[src/rtl/axi_cmd_pkg.sv]
// Shared types and constants for the AXI command sequencer.
// State encoding and AXI response codes.
package axi_cmd_pkg;

  typedef enum logic [1:0] {
    IDLE  = 2'd0,
    ISSUE = 2'd1,
    WAIT  = 2'd2,
    RESP  = 2'd3
  } state_t;

  localparam logic [1:0] RESP_OKAY   = 2'b00;
  localparam logic [1:0] RESP_EXOKAY = 2'b01;
  localparam logic [1:0] RESP_SLVERR = 2'b10;
  localparam logic [1:0] RESP_DECERR = 2'b11;

endpackage

[src/rtl/axi_cmd_fifo.sv]
// Synchronous command FIFO with full/empty flags and occupancy.
// Head entry is presented combinationally on pop_data.
module axi_cmd_fifo #(
  parameter int WIDTH = 8,
  parameter int DEPTH = 4,
  localparam int AW = $clog2(DEPTH),
  localparam int CW = AW + 1
) (
  input  logic             clk,
  input  logic             rst,
  input  logic             push,
  input  logic [WIDTH-1:0] push_data,
  input  logic             pop,
  output logic [WIDTH-1:0] pop_data,
  output logic             full,
  output logic             empty,
  output logic [CW-1:0]    count
);

  logic [WIDTH-1:0] mem [DEPTH];
  logic [AW-1:0]    wr_ptr;
  logic [AW-1:0]    rd_ptr;
  logic             do_push;
  logic             do_pop;

  assign full     = (count == CW'(DEPTH));
  assign empty    = (count == '0);
  assign do_push  = push && !full;
  assign do_pop   = pop && !empty;
  assign pop_data = mem[rd_ptr];

  // Storage array; no reset needed, validity tracked by count.
  always_ff @(posedge clk) begin
    if (do_push) mem[wr_ptr] <= push_data;
  end

  // Pointers wrap naturally since DEPTH is a power of two.
  always_ff @(posedge clk or posedge rst) begin
    if (rst) begin
      wr_ptr <= '0;
      rd_ptr <= '0;
    end else begin
      if (do_push) wr_ptr <= wr_ptr + 1'b1;
      if (do_pop)  rd_ptr <= rd_ptr + 1'b1;
    end
  end

  // Occupancy; simultaneous push and pop leaves it unchanged.
  always_ff @(posedge clk or posedge rst) begin
    if (rst) begin
      count <= '0;
    end else begin
      unique case ({do_push, do_pop})
        2'b10:   count <= count + 1'b1;
        2'b01:   count <= count - 1'b1;
        default: count <= count;
      endcase
    end
  end

endmodule

[src/rtl/axi_cmd_sequencer.sv]
// Queued command front-end for the simple m_wr_*/m_rd_* master port.
// One request in flight; responses returned in command order.
module axi_cmd_sequencer
  import axi_cmd_pkg::*;
#(
  parameter int ADDR_WIDTH = 32,
  parameter int DATA_WIDTH = 32,
  parameter int DEPTH      = 4
) (
  input  logic                    aclk,
  input  logic                    areset,
  input  logic                    cmd_valid,
  output logic                    cmd_ready,
  input  logic                    cmd_write,
  input  logic [ADDR_WIDTH-1:0]   cmd_addr,
  input  logic [DATA_WIDTH-1:0]   cmd_data,
  input  logic [DATA_WIDTH/8-1:0] cmd_strb,
  output logic                    rsp_valid,
  input  logic                    rsp_ready,
  output logic                    rsp_write,
  output logic [DATA_WIDTH-1:0]   rsp_data,
  output logic [1:0]              rsp_resp,
  output logic                    m_wr_req,
  output logic [ADDR_WIDTH-1:0]   m_wr_addr,
  output logic [DATA_WIDTH-1:0]   m_wr_data,
  output logic [DATA_WIDTH/8-1:0] m_wr_strb,
  input  logic                    m_wr_done,
  input  logic [1:0]              m_wr_resp,
  output logic                    m_rd_req,
  output logic [ADDR_WIDTH-1:0]   m_rd_addr,
  input  logic [DATA_WIDTH-1:0]   m_rd_data,
  input  logic                    m_rd_done,
  input  logic [1:0]              m_rd_resp,
  output logic                    busy,
  output logic [$clog2(DEPTH):0]  cmd_count
);

  localparam int SW = DATA_WIDTH / 8;
  localparam int FW = 1 + ADDR_WIDTH + DATA_WIDTH + SW;

  state_t state;
  state_t state_next;

  logic                  full;
  logic                  empty;
  logic                  pop;
  logic                  capture;
  logic [FW-1:0]         head;
  logic                  head_write;
  logic [ADDR_WIDTH-1:0] head_addr;
  logic [DATA_WIDTH-1:0] head_data;
  logic [SW-1:0]         head_strb;

  logic                  cur_write;
  logic [ADDR_WIDTH-1:0] cur_addr;
  logic [DATA_WIDTH-1:0] cur_data;
  logic [SW-1:0]         cur_strb;
  logic [DATA_WIDTH-1:0] rsp_data_q;
  logic [1:0]            rsp_resp_q;

  // Held low during reset so every output reads 0 there.
  assign cmd_ready = !full && !areset;

  axi_cmd_fifo #(
    .WIDTH (FW),
    .DEPTH (DEPTH)
  ) u_fifo (
    .clk       (aclk),
    .rst       (areset),
    .push      (cmd_valid && cmd_ready),
    .push_data ({cmd_write, cmd_addr, cmd_data, cmd_strb}),
    .pop       (pop),
    .pop_data  (head),
    .full      (full),
    .empty     (empty),
    .count     (cmd_count)
  );

  assign {head_write, head_addr, head_data, head_strb} = head;

  assign m_wr_addr = cur_addr;
  assign m_rd_addr = cur_addr;
  assign m_wr_data = cur_data;
  assign m_wr_strb = cur_strb;
  assign rsp_write = cur_write;
  assign rsp_data  = rsp_data_q;
  assign rsp_resp  = rsp_resp_q;
  assign busy      = (state != IDLE) || !empty;

  // State register.
  always_ff @(posedge aclk or posedge areset) begin
    if (areset) state <= IDLE;
    else        state <= state_next;
  end

  // Next-state and per-state strobes; only the issued channel's done counts.
  always_comb begin
    state_next = state;
    pop        = 1'b0;
    capture    = 1'b0;
    m_wr_req   = 1'b0;
    m_rd_req   = 1'b0;
    rsp_valid  = 1'b0;
    unique case (state)
      IDLE: begin
        if (!empty) begin
          pop        = 1'b1;
          state_next = ISSUE;
        end
      end
      ISSUE: begin
        m_wr_req   = cur_write;
        m_rd_req   = !cur_write;
        state_next = WAIT;
      end
      WAIT: begin
        if (cur_write ? m_wr_done : m_rd_done) begin
          capture    = 1'b1;
          state_next = RESP;
        end
      end
      RESP: begin
        rsp_valid = 1'b1;
        if (rsp_ready) state_next = IDLE;
      end
      default: state_next = IDLE;
    endcase
  end

  // Current command; holds request fields stable until the next pop.
  always_ff @(posedge aclk or posedge areset) begin
    if (areset) begin
      cur_write <= 1'b0;
      cur_addr  <= '0;
      cur_data  <= '0;
      cur_strb  <= '0;
    end else if (pop) begin
      cur_write <= head_write;
      cur_addr  <= head_addr;
      cur_data  <= head_data;
      cur_strb  <= head_strb;
    end
  end

  // Response capture; resp code passed through untouched.
  always_ff @(posedge aclk or posedge areset) begin
    if (areset) begin
      rsp_data_q <= '0;
      rsp_resp_q <= RESP_OKAY;
    end else if (capture) begin
      rsp_resp_q <= cur_write ? m_wr_resp : m_rd_resp;
      rsp_data_q <= cur_write ? '0 : m_rd_data;
    end
  end

endmodule

[config.mk]
export PLATFORM = sky130hd
export DESIGN_NAME = axi_cmd_sequencer
export DESIGN_NICKNAME = d
export VERILOG_FILES = /design/src/rtl/axi_cmd_pkg.sv /design/src/rtl/axi_cmd_fifo.sv /design/src/rtl/axi_cmd_sequencer.sv
export SDC_FILE = /design/constraint.sdc
export NUM_CORES = 1
export LEC_CHECK = 0
export CAP_MARGIN = 20
export CORE_ASPECT_RATIO = 1.2
export CORE_MARGIN = 5
export CORE_UTILIZATION = 48
export CTS_CLUSTER_SIZE = 12
export DETAILED_ROUTE_END_ITERATION = 8
export GPL_ROUTABILITY_DRIVEN = 0
export HOLD_SLACK_MARGIN = 0.12
export PLACE_DENSITY = 0.81
export SYNTH_ARGS = -nofsm -noshare
export SYNTH_HDL_FRONTEND = slang
export SYNTH_HIERARCHICAL = 1
export SYNTH_SLANG_ARGS = --single-unit
[constraint.sdc]
create_clock -name aclk -period 3.7 [get_ports aclk]
set_input_delay 0.74 -clock aclk [delete_from_list [all_inputs] [get_ports aclk]]
set_output_delay 0.74 -clock aclk [all_outputs]
set_load 0.1 [all_outputs]
; ---- Yosys cells after proc, flatten, opt, wreduce, memory -nomap -nowiden
; Memory sizes are Yosys's and may differ from the RTL's. A register that Yosys moved wholly into a read port is not among the register bits.
; Index checks and enable logic that the tools add are counted.
[op_classes]
add_sub_neg = 4
n_eq_ne = 9
muxes = 17
n_reduce_logical = 14
[ops]
columns = cell, count
row1 = two-way mux 32 bit, 1
row2 = two-way mux 1 bit, 10
row3 = two-way mux 2 bit, 4
row4 = one-hot mux 2 bit (4 select lines), 1
row5 = == test 2 bit (second input constant), 3
row6 = inequality test 2 bit (second input constant), 3
row7 = one-hot mux 3 bit (2 select lines), 1
row8 = adder 2 x 1 -> 2 bit (second input constant), 2
row9 = == test 2 x 1 -> 1 bit (second input constant), 2
row10 = logical AND 1 bit, 4
row11 = logical NOT 1 bit, 4
row12 = nonzero test 2 bit, 2
row13 = adder 3 x 1 -> 3 bit (second input constant), 1
row14 = == test 3 bit (second input constant), 1
row15 = logical NOT 3 bit, 1
row16 = AND reduction 3 bit, 1
row17 = subtractor 3 x 1 -> 3 bit (second input constant), 1
row18 = logical NOT 2 bit, 1
row19 = logical OR 1 bit, 1
[totals]
reg_bits = 43
ram_bits = 276
inputBits = 111
output_inout_bits = 143
word_cells = 51
mem_count = 1
[memory_table]
columns = memory, depth, width, read_ports, rd_clocked_by_memory_dff, write_ports, line_no
row1 = u_fifo.mem, 4, 69, 1, 1, 1, axi_cmd_fifo.sv:20  ; logic [WIDTH-1:0] mem [DEPTH];

; ---- Logic depth before layout (Yosys ltp)
; Gate-level depths: netlist of run 1.
[depth]
ltp_word = 7
depth_mapped = 12
ltp_nobuf = 11

; ---- By module
; Netlist of run 1, hierarchy kept.
[by_module_without_submodules]
columns = mod, n_inst, cells_per_inst, area_each_um2, seq_area_each_um2
row1 = axi_cmd_fifo, 1, 399, 10461.3, 8463.1
row2 = axi_cmd_sequencer, 1, 313, 4545.6, 2627.5

; ---- Least setup slack after synthesis of run 1
; OpenSTA, ideal clock, no wires.
[synth_path]
path_type = flip-flop to flip-flop
startpoint = reg u_fifo.count[0]
endpoint = mem u_fifo/mem[0][0] in the netlist's numbering (enable)
setup_time_ns = 0.435
t_arrival_ns = 4.615
required_ns = 3.265
path_slack_ns = -1.350
path_stages_with_launch = 6
path_buffers = 0
synth_period_minus_slack_ns = 5.050
cell_sequence = dfrtp_1 -> nor3b_2 -> nor2_1 -> and2_1 -> nor2b_2 -> and2_1
[synth_via]
elab_chain_cells = 7
[synth_lines]
columns = element, line_no
row1 = start: declaration, axi_cmd_fifo.sv:17  ; output logic [CW-1:0] count
row2 = start signal: assignment, axi_cmd_fifo.sv:54  ; 2'b10: count <= count + 1'b1;
row3 = start signal: assignment, axi_cmd_fifo.sv:55  ; 2'b01: count <= count - 1'b1;
row4 = start signal: assignment, axi_cmd_fifo.sv:56  ; default: count <= count;
row5 = == test 3 bit, axi_cmd_fifo.sv:26  ; assign full = (count == CW'(DEPTH));
row6 = net full, axi_cmd_sequencer.sv:44  ; logic full;
row7 = logical NOT 1 bit, axi_cmd_sequencer.sv:62  ; assign cmd_ready = !full && !areset;
row8 = logical AND 1 bit, axi_cmd_sequencer.sv:62
row9 = net cmd_ready, axi_cmd_sequencer.sv:13  ; output logic cmd_ready,
row10 = logical AND 1 bit, axi_cmd_sequencer.sv:70  ; .push (cmd_valid && cmd_ready),
row11 = logical AND 1 bit, axi_cmd_fifo.sv:28  ; assign do_push = push && !full;
row12 = two-way mux 1 bit, axi_cmd_fifo.sv:34  ; if (do_push) mem[wr_ptr] <= push_data;
row13 = two-way mux 1 bit (implied by the code), axi_cmd_fifo.sv:34
row14 = end: declaration, axi_cmd_fifo.sv:20
; The timed path passes the listed nets, and every way through them passes these cells.

; ---- Final worst setup path of run 1
[layout_path]
startpoint = reg cur_data[7], in the netlist m_wr_data[7], read port of u_fifo.mem
endpoint = out m_wr_data[7]
[layout_lines]
columns = element, line_no
row1 = start: declaration, axi_cmd_sequencer.sv:56  ; logic [DATA_WIDTH-1:0] cur_data;
row2 = end: declaration, axi_cmd_sequencer.sv:25  ; output logic [DATA_WIDTH-1:0] m_wr_data,
; No word-level cell between the ends.

==> Implementation_results.wiki, run 1 <==
{| class="wikitable"
! Metric !! Value
|-
| Async set or reset register ratio after synthesis || 0.289
|-
| Number of buffers and inverters on the critical path || 1
|-
| Net count, final || 1084
|-
| Min-Delay Endpoint || rsp_data[13]$_DFFE_PP0P_
|-
| Sinks on the clock net || 388
|-
| Maximum number of pins on one net before global-route repair || 71
|-
| Max frequency || 0.354 GHz
|-
| Average via count per standard cell || 5.21
|-
| Worst reg2reg path depth || 11
|-
| Post-route minimum period || 2830 ps
|-
| Endpoint of the worst-slack reg-to-reg timing path || u_fifo/count[2]$_DFFE_PP0P_
|-
| Cell count after synthesis || 712
|-
| Dominant cells by area after synthesis || edfxtp_1 55%, dfrtp_1 19%, mux4_2 10%, mux2_2 6.3%, buf_4 1.7%
|-
| Min-Delay Path Class || reg -> reg
|-
| Hold buffer count at cts || 0
|-
| Root cell of the clock tree || clkbuf_16
|-
| Number of top-level pins || approximately 250
|-
| Area of the multi-input gates || 0.00337 mm^2
|-
| Total of max-cap violations || 0
|-
| Startpoint of the worst-slack reg-to-reg timing path || u_fifo/count[0]$_DFFE_PP0P_
|-
| Slowest Stage Delay on Critical Path || 1170 ps
|-
| Insertion delay to the later sink of the worst-skew pair || between 500 and 600 ps
|-
| Post-synthesis cell type count || 33
|-
| Detailed Place HPWL || approximately 20000 um
|-
| CTS tree || yes
|-
| Syn-to-layout area delta || 26.6%
|-
| CP top delay family || buffers and inverters
|-
| Post-CTS Setup Bufs || 0
|-
| Number of global-route vias before repair || 8073
|-
| Share of cells above drive strength 1 || 0.245
|-
| Number of DRC violations after detailed routing || 0
|-
| Count of filler cells inserted in the layout || 2177
|-
| Transition time at the pin with the least slew margin || around 1100 ps
|-
| Net count after synthesis || 834
|-
| Cell-by-cell listing of the critical path || clkdlybuf4s50_1
|-
| Met3 layer usage reported by global route || 0.0370
|-
| Number of buffers created by CTS || 40
|-
| Worst slew margin relative to its limit || 0.273
|-
| Register-to-register setup slack || between 1000 and 1500 ps
|-
| Crit path max-delay cell type || clkdlybuf4s50_1
|-
| Input/output buffers || 253
|-
| Syn. warnings || 6
|-
| Initial drt markers || 497
|-
| Worst hold margin || 492 ps
|-
| Fraction of synthesized cell area taken by the top area cell type || 0.552
|-
| Yosys reg bits || 388
|-
| Wire length of the first global-routing pass || 46600 um
|-
| Total global routing overflow || 0
|-
| Diode count || 0
|-
| Die area || 0.0349 mm^2
|-
| Top Usage Layer GRT || met2
|-
| Number of cells traversed by the worst hold path || 1
|-
| Count of TritonRoute iterations in the first routing pass || 4
|-
| Instance count on the critical path || 1
|-
| Final setup vio count || 0
|-
| Crit. End Element || primary output
|-
| Outcome || finished, final reports clean
|-
| Number of resized instances in the post-cts repair step || 0
|-
| Type of element launching the critical path || flop
|-
| Die Y-Extent || around 200 um
|-
| Post-Place Cells || 1321
|-
| Core ar. || 0.0311 mm^2
|-
| GR met2 Demand/Resource || 0.303
|-
| X dimension of the die || 171 um
|-
| Via count || 7266
|-
| Sequential area share after synthesis || 0.739
|-
| Final number of max-transition violations || 0
|-
| WL final || between 20000 and 30000 um
|-
| Antenna violations before repair || 1
|-
| Seq. cell area || 0.0111 mm^2
|-
| Post-synthesis cell area || 0.0150 mm^2
|-
| DR WL/cell || 21.3 um
|-
| Initial core utilization || 0.483
|-
| Count of final hold-check violations || 0
|-
| Grt met1 use || 0.216
|-
| Number of nets with antenna violations after detailed routing || 0
|-
| Count of flip-flops with a built-in enable after synthesis || 276
|-
| Critical-path maximum fanout || 2
|-
| Clock-pin slew on the worst setup and hold paths || 60 ps
|-
| Mean instance size in the synthesized netlist || approximately 21 um^2
|-
| Post-route clock skew || 12.4 ps
|-
| Data required, critical path || 2960 ps
|-
| Final cell count without fillers || 1395
|-
| Row cnt || 71
|-
| Predominant post-synthesis flop cell || edfxtp_1
|-
| Area leader, netlist || edfxtp_1
|-
| Post-route clock period utilization || 0.764
|-
| Crit Path Category || reg -> out
|-
| Data arrival time of the critical path || 2090 ps
|-
| Total routing resource utilization after global routing || 0.172
|-
| Unrepaired setup endpoints after global routing || no
|-
| H-tree depth || 2
|-
| Worst hold path startpoint || rsp_data[13]$_DFFE_PP0P_
|-
| Deepest clock path buffer count || 3
|}
## synth_stat cells (all sizes together), types with 2 or more instances
cell	number
a21oi	2
a31oi	2
and2	6
and2b	12
buf	59
clkbuf	4
dfrtp	112
edfxtp	276
ha	10
inv	12
mux2	104
mux2i	3
mux4	69
nand2	3
nor2	2
nor2b	23
xnor2	3
xor2	3
## cell families (layout without fill, tap and decap cells)
| kind of cell | Yosys count | after routing | synth area share |
|---|---|---|---|
| DFF | 388 | 388 | 0.739 |
| and+or+nand+nor | 48 | 48 | 0.0212 |
| xor gates and xnor gates | 6 | 6 | 0.00350 |
| AOI/OAI and AO/OA | 8 | 8 | 0.00442 |
| buffers and inverters | 75 | 357 | 0.0379 |
| muxes | 176 | 176 | 0.184 |
| adders and majority gates | 11 | 11 | 0.00967 |
## worst max path at each step
stage,start,to,slack [ps]
floorplan,u_fifo/count[0]$_DFFE_PP0P_,u_fifo/mem[0][0]$_DFFE_PP_,-110
global placement,areset,u_fifo/mem[1][61]$_DFFE_PP_,720
detailed placement,areset,u_fifo/mem[0][20]$_DFFE_PP_,680
CTS,m_wr_data[7]$_DFFE_PP0P_,m_wr_data[7],840
global route,m_wr_data[11]$_DFFE_PP0P_,m_wr_data[11],840
finish,m_wr_data[7]$_DFFE_PP0P_,m_wr_data[7],870
## layout make-up
cell class / instances / share of cell area
clock buffers: 71 / 0.0637
inverters: 12 / 0.00250
multi-input cells: 249 / 0.177
repair buffers: 271 / 0.143
well taps: 401 / 0.0264
clock inverters: 3 / 0.00303
flip-flops and latches: 388 / 0.584
## cell usage in the layout, fill, tap and decap left out, types with 10 or more instances in the layout
master           count
edfxtp_1           276
clkdlybuf4s50_1    244
dfrtp_1            110
mux2_2              84
mux4_2              68
clkbuf_16           42
clkbuf_1            24
nor2b_1             21
buf_4               21
mux2_1              18
and2b_1             12
inv_1               11
ha_1                10
## through the flow
stage               setup slack [ps]  area [um^2]   util  TNS, ps
finish                           872        19000  0.611        0
global route                     837        19000  0.611        0
CTS                              844        19000  0.611        0
detailed placement               684        17700  0.570        0
global placement                 720        17700  0.570        0
floorplan                       -112        15000      -   -30800
## state kept, by name, summed over array words and instances, names as in the netlist
signal,flops
m_wr_strb,4
u_fifo/count,3
u_fifo/wr_ptr,2
u_fifo/rd_ptr,2
state,2
rsp_data,32
m_rd_addr,32
m_wr_data,32
u_fifo/mem,276
rsp_resp,2
rsp_write,1
## per-layer routing
metal / share of wire / wire, um / up-vias
met4: 0.022 / 662 / 2
met2: 0.53 / 15800 / 196
met1: 0.38 / 11400 / 3789
li1: - / - / 3230
met5: 0.00067 / 20 / -
met3: 0.059 / 1760 / 49
Power of run 1 is not shown: default switching activity piles up to over one toggle a cycle in this logic, so the estimate is an artifact.
==> inputs of run 2 (changes only) <==
- clock period: 3.7 -> 2.3 ns (I/O delays scaled with it)
==> Implementation_results.wiki, run 2 (synthesis gave the netlist of run 1 again) <==
{| class="wikitable"
! Metric !! Value
|-
| Initial drt markers || 380 (-24%)
|-
| Net count, final || 1095 (+1.0%)
|-
| Detailed Place HPWL || 20000 um (+2.9%)
|-
| Grt met1 use || 0.224 (+0.00768)
|-
| Wire length of the first global-routing pass || 46500 um (-0.21%)
|-
| Core ar. || 0.0311 mm^2 (unchanged)
|-
| Number of DRC violations after detailed routing || 0 (unchanged)
|-
| Crit Path Category || reg -> reg
|-
| Number of flip-flops in the largest register || 276 (unchanged)
|-
| Final number of max-transition violations || 0 (unchanged)
|-
| GR met2 Demand/Resource || 0.302 (-0.00127)
|-
| Register name with the most flops || u_fifo/mem
|-
| Worst slew margin relative to its limit || 0.622 (+0.350)
|-
| Via count || 7373 (+1.5%)
|-
| Total global routing overflow || 0 (unchanged)
|-
| Crit path max-delay cell type || dfrtp_4
|-
| Transition time at the pin with the least slew margin || 566 ps (-526 ps)
|-
| Share of cells above drive strength 1 || 0.396 (+0.151)
|-
| Slowest Stage Delay on Critical Path || 530 ps (-640 ps)
|-
| Row cnt || 71 (unchanged)
|-
| Post-route clock skew || 15.6 ps (+3.22 ps)
|-
| Number of buffers created by CTS || 39 (-2.5%)
|-
| Most common cell after layout, fill and taps aside || edfxtp_1
|-
| Count of filler cells inserted in the layout || 2151 (-1.2%)
|-
| H-tree depth || 2 (unchanged)
|-
| DR WL/cell || 21.7 um (+1.7%)
|-
| Data arrival time of the critical path || 2610 ps (+520 ps)
|-
| Type of element launching the critical path || flop
|-
| Post-route minimum period || 2170 ps
|-
| Post-route clock period utilization || 0.943
|-
| Critical-path maximum fanout || 6 (+4)
|-
| Average via count per standard cell || 5.25 (+0.82%)
|-
| Clock-pin slew on the worst setup and hold paths || 60 ps (about the same)
|-
| Number of nets with antenna violations after detailed routing || 0 (unchanged)
|-
| Leading cell types in the layout, fill and taps excluded || 276 x edfxtp_1, 147 x buf_4, 110 x clkdlybuf4s50_1
|-
| Count of TritonRoute iterations in the first routing pass || 4 (unchanged)
|-
| Syn-to-layout area delta || 26.4%
|-
| Outcome || finished, final reports clean
|-
| Number of top-level pins || 254 (unchanged)
|-
| Root cell of the clock tree || clkbuf_16
|-
| Max frequency || 0.461 GHz
|-
| Met3 layer usage reported by global route || 0.0394 (+0.00233)
|-
| Maximum number of pins on one net before global-route repair || 70 (-1.4%)
|-
| Die area || 0.0349 mm^2 (unchanged)
|-
| Worst Slack Setup Final || 132 ps (-740 ps)
|-
| Crit. End Element || flop
|-
| Total of max-cap violations || 0 (unchanged)
|-
| Cell-by-cell listing of the critical path || nor3b_4, nor2_4, and2_1, nor2b_4, inv_2, ha_4, inv_2, fa_1, xor2_1, nor2_1, xor2_1
|-
| WL final || 30400 um (+2.4%)
|-
| Count of final hold-check violations || 0 (unchanged)
|-
| Number of global-route vias before repair || 7910 (-2.0%)
|-
| Die Y-Extent || 204 um (unchanged)
|-
| Data required, critical path || 2740 ps (-220 ps)
|-
| Min-Delay Path Class || in -> async
|-
| Post-placement worst setup slack || -243 ps (-926 ps)
|-
| Input/output buffers || 253 (unchanged)
|-
| Unrepaired setup endpoints after global routing || no
|-
| Initial core utilization || 0.483 (unchanged)
|-
| Deepest clock path buffer count || 3 (unchanged)
|-
| Insertion delay to the later sink of the worst-skew pair || 520 ps (about the same)
|-
| X dimension of the die || 171 um (unchanged)
|-
| Top Usage Layer GRT || met2
|-
| Hold buffer count at cts || 0 (unchanged)
|-
| Antenna violations before repair || 1 (unchanged)
|-
| Total routing resource utilization after global routing || 0.174 (+0.00165)
|-
| CTS tree || yes
|-
| Final setup vio count || 0 (unchanged)
|-
| Sinks on the clock net || 388 (unchanged)
|}
==> run 2: changes by cell type in the layout (fill, tap and decap cells not counted), moves of 2 or more <==
cell / change
dfrtp_2: +2
inv_2: +3
nor2b_4: +2
dfrtp_4: +2
dfrtp_1: -4
clkdlybuf4s50_1: -134
buf_4: +126
clkbuf_8: -3
inv_1: -3
buf_12: +19
==> run 2: per-stage QoR <==
stage          cells  TNS (ps)  hold slack, ps  cell area [um^2]  utilization
2_1_floorplan    712   -125150             263             15100            -
3_3_place_gp    1332    -18850             476             17800        0.572
3_5_place_dp    1332    -26590             484             17800        0.572
4_1_cts         1402         0             403             19000        0.610
5_1_grt         1404         0             438             19000        0.610
6_report        1404         0             409             19000        0.610
==> run 2: cell type report <==
class                           count  area, um^2  area share
Antenna cell                        1        2.50    0.000132
Clock buffer                       67        1140      0.0603
Clock inverter                      3        36.3     0.00191
Inverter                           12        48.8     0.00257
Multi-Input combinational cell    249        3420       0.180
Sequential cell                   388       11100       0.585
Tap cell                          401         502      0.0264
Timing Repair Buffer              283        2720       0.143
==> run 2: what timing repair did <==
item / 4_1_cts / 5_1_grt
cloned: 0 / 0
buffers inserted: 0 / 1
endpoints found under the hold margin: 0 / 0
gates resized for setup: 1 / 3
endpoints found under the setup margin: 1 / 3
==> run 2: per-layer routing <==
metal | wire length (um) | part of all wire
met1 | 11700 | 0.38
met2 | 15800 | 0.52
met3 | 2360 | 0.078
met4 | 566 | 0.019
met5 | 0 | 0
==> run 2: worst max-delay path: cells and delay by family, from the launching register on <==
kind	cells	cell delay, ps
adders and majority gates	2	480
and+or+nand+nor	5	690
buffers and inverters	2	90
xor gates and xnor gates	2	300
DFF	1	530
==> run 2: final timing paths <==
check	from	end	slack [ps]	cells past startpoint
min	areset	u_fifo/wr_ptr[0]$_DFFE_PP0P_	410	2
max in group asynchronous	areset	m_wr_data[17]$_DFFE_PP0P_	1210	3
min in group aclk	rsp_data[7]$_DFFE_PP0P_	rsp_data[7]$_DFFE_PP0P_	500	1
max	u_fifo/count[0]$_DFFE_PP0P_	u_fifo/count[2]$_DFFE_PP0P_	130	11
max reg2reg	u_fifo/count[0]$_DFFE_PP0P_	u_fifo/count[2]$_DFFE_PP0P_	130	11
min reg2reg	rsp_data[7]$_DFFE_PP0P_	rsp_data[7]$_DFFE_PP0P_	500	1
Power of run 2 is left out for the same reason.
==> inputs of run 3 (changes only) <==
- HOLD_SLACK_MARGIN: 0.12 -> 0.02
==> results of run 3 <==
The final DEF is identical to that of run 2; final timing and power are the same.
Power of run 3 is left out for the same reason.
